## src/rtl/command_mode_fsm.sv

```systemverilog
// command_mode_fsm: confirms mode commands from a link, handles STOP and link-loss fallback
//   clk          in   sole clock, rising edge
//   reset        in   asynchronous active-high reset
//   cmd_data     in   [CMD_W] command word, sampled when cmd_valid is high
//   cmd_valid    in   one command beat
//   mode_onehot  out  [NUM_MODES] active mode, zero in INIT/STOP
//   mode_idx     out  index of active mode, zero when none active
//   stopped      out  high while in STOP
//   mode_changed out  one-cycle pulse when mode_onehot changes
//   link_lost    out  set by idle timeout, cleared by the next beat
//   cmd_error    out  one-cycle pulse per unrecognised beat
module command_mode_fsm #(
    parameter int CMD_W       = 8,
    parameter int NUM_MODES   = 4,
    parameter int CONFIRM_N   = 3,
    parameter int TIMEOUT_CYC = 50_000_000
) (
    input  logic                         clk,
    input  logic                         reset,
    input  logic [CMD_W-1:0]             cmd_data,
    input  logic                         cmd_valid,
    output logic [NUM_MODES-1:0]         mode_onehot,
    output logic [$clog2(NUM_MODES)-1:0] mode_idx,
    output logic                         stopped,
    output logic                         mode_changed,
    output logic                         link_lost,
    output logic                         cmd_error
);
    localparam int IW = $clog2(NUM_MODES);
    localparam int CW = $clog2(CONFIRM_N + 1);
    localparam int TW = $clog2(TIMEOUT_CYC + 1);

    typedef enum logic [1:0] {INIT, ACTIVE, STOP} state_t;

    state_t               state, state_d;
    logic [IW-1:0]        idx_d;
    logic [CMD_W-1:0]     code, code_d;
    logic [CW-1:0]        cnt, cnt_d;
    logic [TW-1:0]        idle, idle_d;
    logic [NUM_MODES-1:0] onehot_d;
    logic                 is_stop, is_mode, same, accept, timeout, lost_d;

    always_comb begin
        is_stop = &cmd_data;
        is_mode = cmd_data < CMD_W'(NUM_MODES);
        same    = (cnt != '0) && (code == cmd_data);
        cnt_d   = cnt;
        code_d  = code;
        if (cmd_valid) begin
            if (!is_mode) cnt_d = '0;
            else if (!same) begin
                cnt_d  = CW'(1);
                code_d = cmd_data;
            end else if (cnt != CW'(CONFIRM_N)) cnt_d = cnt + CW'(1);
        end
        // a saturated count on the same code must not accept again
        accept  = cmd_valid && is_mode && (cnt_d == CW'(CONFIRM_N)) && !(same && cnt == CW'(CONFIRM_N));
        idle_d  = cmd_valid ? '0 : (idle == TW'(TIMEOUT_CYC)) ? idle : idle + TW'(1);
        // fires only on the edge where the counter reaches the limit; a beat suppresses it
        timeout = !cmd_valid && (idle == TW'(TIMEOUT_CYC - 1));
        lost_d  = cmd_valid ? 1'b0 : timeout ? 1'b1 : link_lost;
        state_d = state;
        idx_d   = mode_idx;
        if (cmd_valid && is_stop) begin
            state_d = STOP;
            idx_d   = '0;
        end else if (accept && (state == ACTIVE || cmd_data == CMD_W'(0))) begin
            state_d = ACTIVE;
            idx_d   = cmd_data[IW-1:0];
        end else if (timeout && state == ACTIVE) begin
            idx_d = '0;
            cnt_d = '0;
        end
        onehot_d = (state_d == ACTIVE) ? NUM_MODES'(1) << idx_d : '0;
    end

    always_ff @(posedge clk or posedge reset) begin
        if (reset) begin
            state        <= INIT;
            code         <= '0;
            cnt          <= '0;
            idle         <= '0;
            mode_onehot  <= '0;
            mode_idx     <= '0;
            stopped      <= 1'b0;
            mode_changed <= 1'b0;
            link_lost    <= 1'b0;
            cmd_error    <= 1'b0;
        end else begin
            state        <= state_d;
            code         <= code_d;
            cnt          <= cnt_d;
            idle         <= idle_d;
            mode_onehot  <= onehot_d;
            mode_idx     <= idx_d;
            stopped      <= state_d == STOP;
            mode_changed <= onehot_d != mode_onehot;
            link_lost    <= lost_d;
            cmd_error    <= cmd_valid && !is_stop && !is_mode;
        end
    end
endmodule

```

## config.mk

```make
export PLATFORM = sky130hd
export DESIGN_NAME = command_mode_fsm
export DESIGN_NICKNAME = d
export VERILOG_FILES = /design/src/rtl/command_mode_fsm.sv
export SDC_FILE = /design/constraint.sdc
export NUM_CORES = 1
export LEC_CHECK = 0
export CAP_MARGIN = 25
export CORE_MARGIN = 8
export CORE_UTILIZATION = 57
export DETAILED_ROUTE_END_ITERATION = 16
export MAX_ROUTING_LAYER = met4
export PLACE_DENSITY = 0.78
export SLEW_MARGIN = 40
export SYNTH_ARGS = -nofsm -noshare
export SYNTH_HDL_FRONTEND = slang
export SYNTH_SLANG_ARGS = --single-unit
```

## constraint.sdc

```tcl
create_clock -name clk -period 2.9 [get_ports clk]
set_input_delay 0.29 -clock clk [delete_from_list [all_inputs] [get_ports clk]]
set_output_delay 0.29 -clock clk [all_outputs]
set_load 0.005 [all_outputs]
```

==> metrics.csv <==
metric,value,unit
status,completed,
post-place setup slack,-0.108,ns
Chip Height,80.8,um
hold slack,0.401,ns
wire length per cell,14.4,um
final hold viol count,0,
Leak,1.21,nW
drt pass-1 iters,4,
DR DRC count,0,
chip width,80.8,um
Relative slew margins,0.616,
Worst-Skew Late Latency,0.30,ns
Total GRT Usage,0.168,
Max VDD drop,0.381,mV
Port Buffers,20,
Crit Path Max Fanout,5,
routed vias,1840,
Post-synth EDFFs,0,
final instance area,0.00282,sq mm
nets,290,
vias in the first global route,1904,
I/O pins,21,
pin count of the biggest net entering global routing,49,
post-CTS sizing,0,
startpoint types,input pin,
Pwr Density,416,mW/mm^2
first-pass GRT wire length,8.45,mm
CP required,3.07,ns
DIE AREA,0.00653,sq mm
"Seq/Total Area, Yosys",0.502,
Synth Register Bits,48,
Crit Path Class,input pin to flop,
RePlAce Congestion,0.869,
Syn Area/Cell,9.85,sq um
fillcell total,324,
Num CTS Buffers,5,
Routed WL,4.72,mm
Initial Util,0.594,
CTS root buf,clkbuf_8,
crit share post-route,0.928,
"setup slack, reg-to-reg",0.52,ns
Max Buffers Root-to-Sink,2,
gr ovfl total,0,
slew of the pin with the lowest slew margin,0.576,ns
min Tclk post-route,2.69,ns
worst setup path end,mode_changed$_DFF_PP0_,
CTS tree,done,
share of cells above drive strength 1,0.104,
Crit. End Element,flop,
Post-Syn Nets,256,
worst r2r src,idle[1]$_DFFE_PP0P_,
cell count after synthesis,243,
arrival time worst endpoint,2.86,ns
synth warn,0,
max cap viols,0,
Worst Reg-to-Reg Cells,8,
asr flop ratio synth,1.00,
RSZ-0062 raised after global routing,no,
terminus of the critical flop-to-flop path,mode_changed$_DFF_PP0_,
Via density,5.61,
DR iter-0 viols,158,
Worst setup startpoint,cmd_data[2],
Core Box Area,0.00403,sq mm
Num Clock Sinks,48,
Hold Path Class,input pin to async pin,
Fin Clk Skew,0.0102,ns
cts hold-fix bufs,0,
Final Slew Violations,0,
antenna violations before repair,0,
ys flop type,dfrtp_1,
Overall Power,0.00117,W
Fmax achieved,0.372,GHz
clk slew on worst S/H paths,0.09,ns
Site Rows,23,
Setup-failing EPs final,0,
placed cell areas,0.00273,sq mm
area delta synth->final,17.8,%
Final ANT Viol Nets,0,
antenna fix cells,0,
Final Worst Setup Slack,0.209,ns
count of cell types in the netlist,43,
DPL Wire Length,3.37,mm
H-tree lvl count,2,
Post CTS Setup Buffer Count,0,
Synth Cell Area,0.00239,sq mm
[stage by stage]
step | instances | utilization | setup TNS [ns]
5_1_grt | 328 | 0.700 | 0
3_3_place_gp | 320 | 0.677 | -0.0339
2_1_floorplan | 243 | - | 0
6_report | 328 | 0.700 | 0
4_1_cts | 328 | 0.700 | 0
3_5_place_dp | 320 | 0.677 | -0.108
[registers in the layout (all words and copies together), names as in the netlist]
| register | flops |
|---|---|
| mode_changed | 1 |
| mode_onehot | 4 |
| cmd_error | 1 |
| mode_idx | 2 |
| code | 8 |
| link_lost | 1 |
| cnt | 2 |
| idle | 26 |
| stopped | 1 |
| state | 2 |
[cell families (layout without fill, tap and decap cells)]
kind of cell | after synthesis | count (layout) | share of synthesized area
fa+ha+maj | 2 | 2 | 0.0105
simple gates | 118 | 118 | 0.265
flops | 48 | 48 | 0.502
buf+inv | 17 | 52 | 0.0272
compound gates | 25 | 25 | 0.0685
mux | 5 | 5 | 0.0246
xor+xnor | 28 | 28 | 0.102
[critical path, stage by stage]
cell and delay (ns):
clkdlybuf4s50_1 0.41, or4_1 0.53, or4_1 0.49, nor3_4 0.28, nand2_2 0.12, mux2_4 0.33
nor4b_1 0.27, o32ai_1 0.15
[power breakdown]
part / internal [W] / switching (W)
sequential: 0.000679 / 0.00000871
combinational: 0.0000354 / 0.0000429
clock: 0.000195 / 0.000211
[final cells by class]
type,count,area [sq um],share of cell area
clock buffers,8,90.1,0.0320
flip-flops and latches,48,1200,0.426
well taps,50,62.6,0.0222
repair buffers,32,290,0.103
inverters,12,47.5,0.0169
multi-input cells,178,1130,0.400
[cells in the mapped netlist, types with 2 or more instances]
library cell | instances | area (sq um)
nor2b_1 | 6 | 37.5
o21ai_0 | 5 | 25.0
ha_1 | 2 | 25.0
nor3b_1 | 3 | 22.5
xnor2_1 | 12 | 105
inv_1 | 11 | 41.3
and3_1 | 4 | 25.0
or3_1 | 6 | 37.5
nand3_1 | 14 | 70.1
xor2_1 | 16 | 140
nand4bb_1 | 3 | 33.8
mux2_2 | 3 | 33.8
nor3_1 | 9 | 45.0
or4_1 | 2 | 15.0
nor4_1 | 3 | 18.8
and4_1 | 2 | 17.5
a21oi_1 | 10 | 50.1
dfrtp_1 | 48 | 1200
a211o_1 | 2 | 17.5
nand4_1 | 9 | 56.3
nor2_1 | 37 | 139
clkbuf_1 | 4 | 15.0
nand2_1 | 12 | 45.0
[layout by cell type, fill, tap and decap left out, drive strengths merged, types with 2 or more instances in the layout]
cell / netlist / layout
nand3: 14 / 14
nor2: 37 / 37
a211o: 3 / 3
xor2: 16 / 16
xnor2: 12 / 12
and2: 2 / 2
and4: 2 / 2
clkbuf: 4 / 8
nor3: 10 / 10
o21ai: 5 / 5
inv: 12 / 12
and3: 4 / 4
nor2b: 6 / 6
nand4bb: 3 / 3
clkdlybuf4s50: 0 / 20
dfrtp: 48 / 48
a21oi: 10 / 10
mux2: 4 / 4
ha: 2 / 2
nor4: 3 / 3
nand2: 13 / 13
or4: 2 / 2
or3: 6 / 6
buf: 1 / 12
nor3b: 3 / 3
nand4: 9 / 9
[layer usage]
metal | global-route usage | vias to the layer above | share of wire
li1 | - | 912 | -
met1 | 0.205 | 896 | 0.48
met2 | 0.267 | 25 | 0.48
met3 | 0.0364 | 7 | 0.022
met4 | 0.0661 | 0 | 0.017
met5 | - | - | 0
[how the worst min path moves through the flow]
stage,endpoint,slack [ns],depth (start not counted)
floorplan,mode_idx[1]$_DFF_PP0_,0.43,2
global placement,state[1]$_DFF_PP0_,0.47,2
detailed placement,link_lost$_DFFE_PP0P_,0.50,2
CTS,idle[19]$_DFFE_PP0P_,0.43,2
global route,idle[14]$_DFFE_PP0P_,0.46,2
finish,idle[18]$_DFFE_PP0P_,0.40,2
Power figures use the tool's default switching activity.
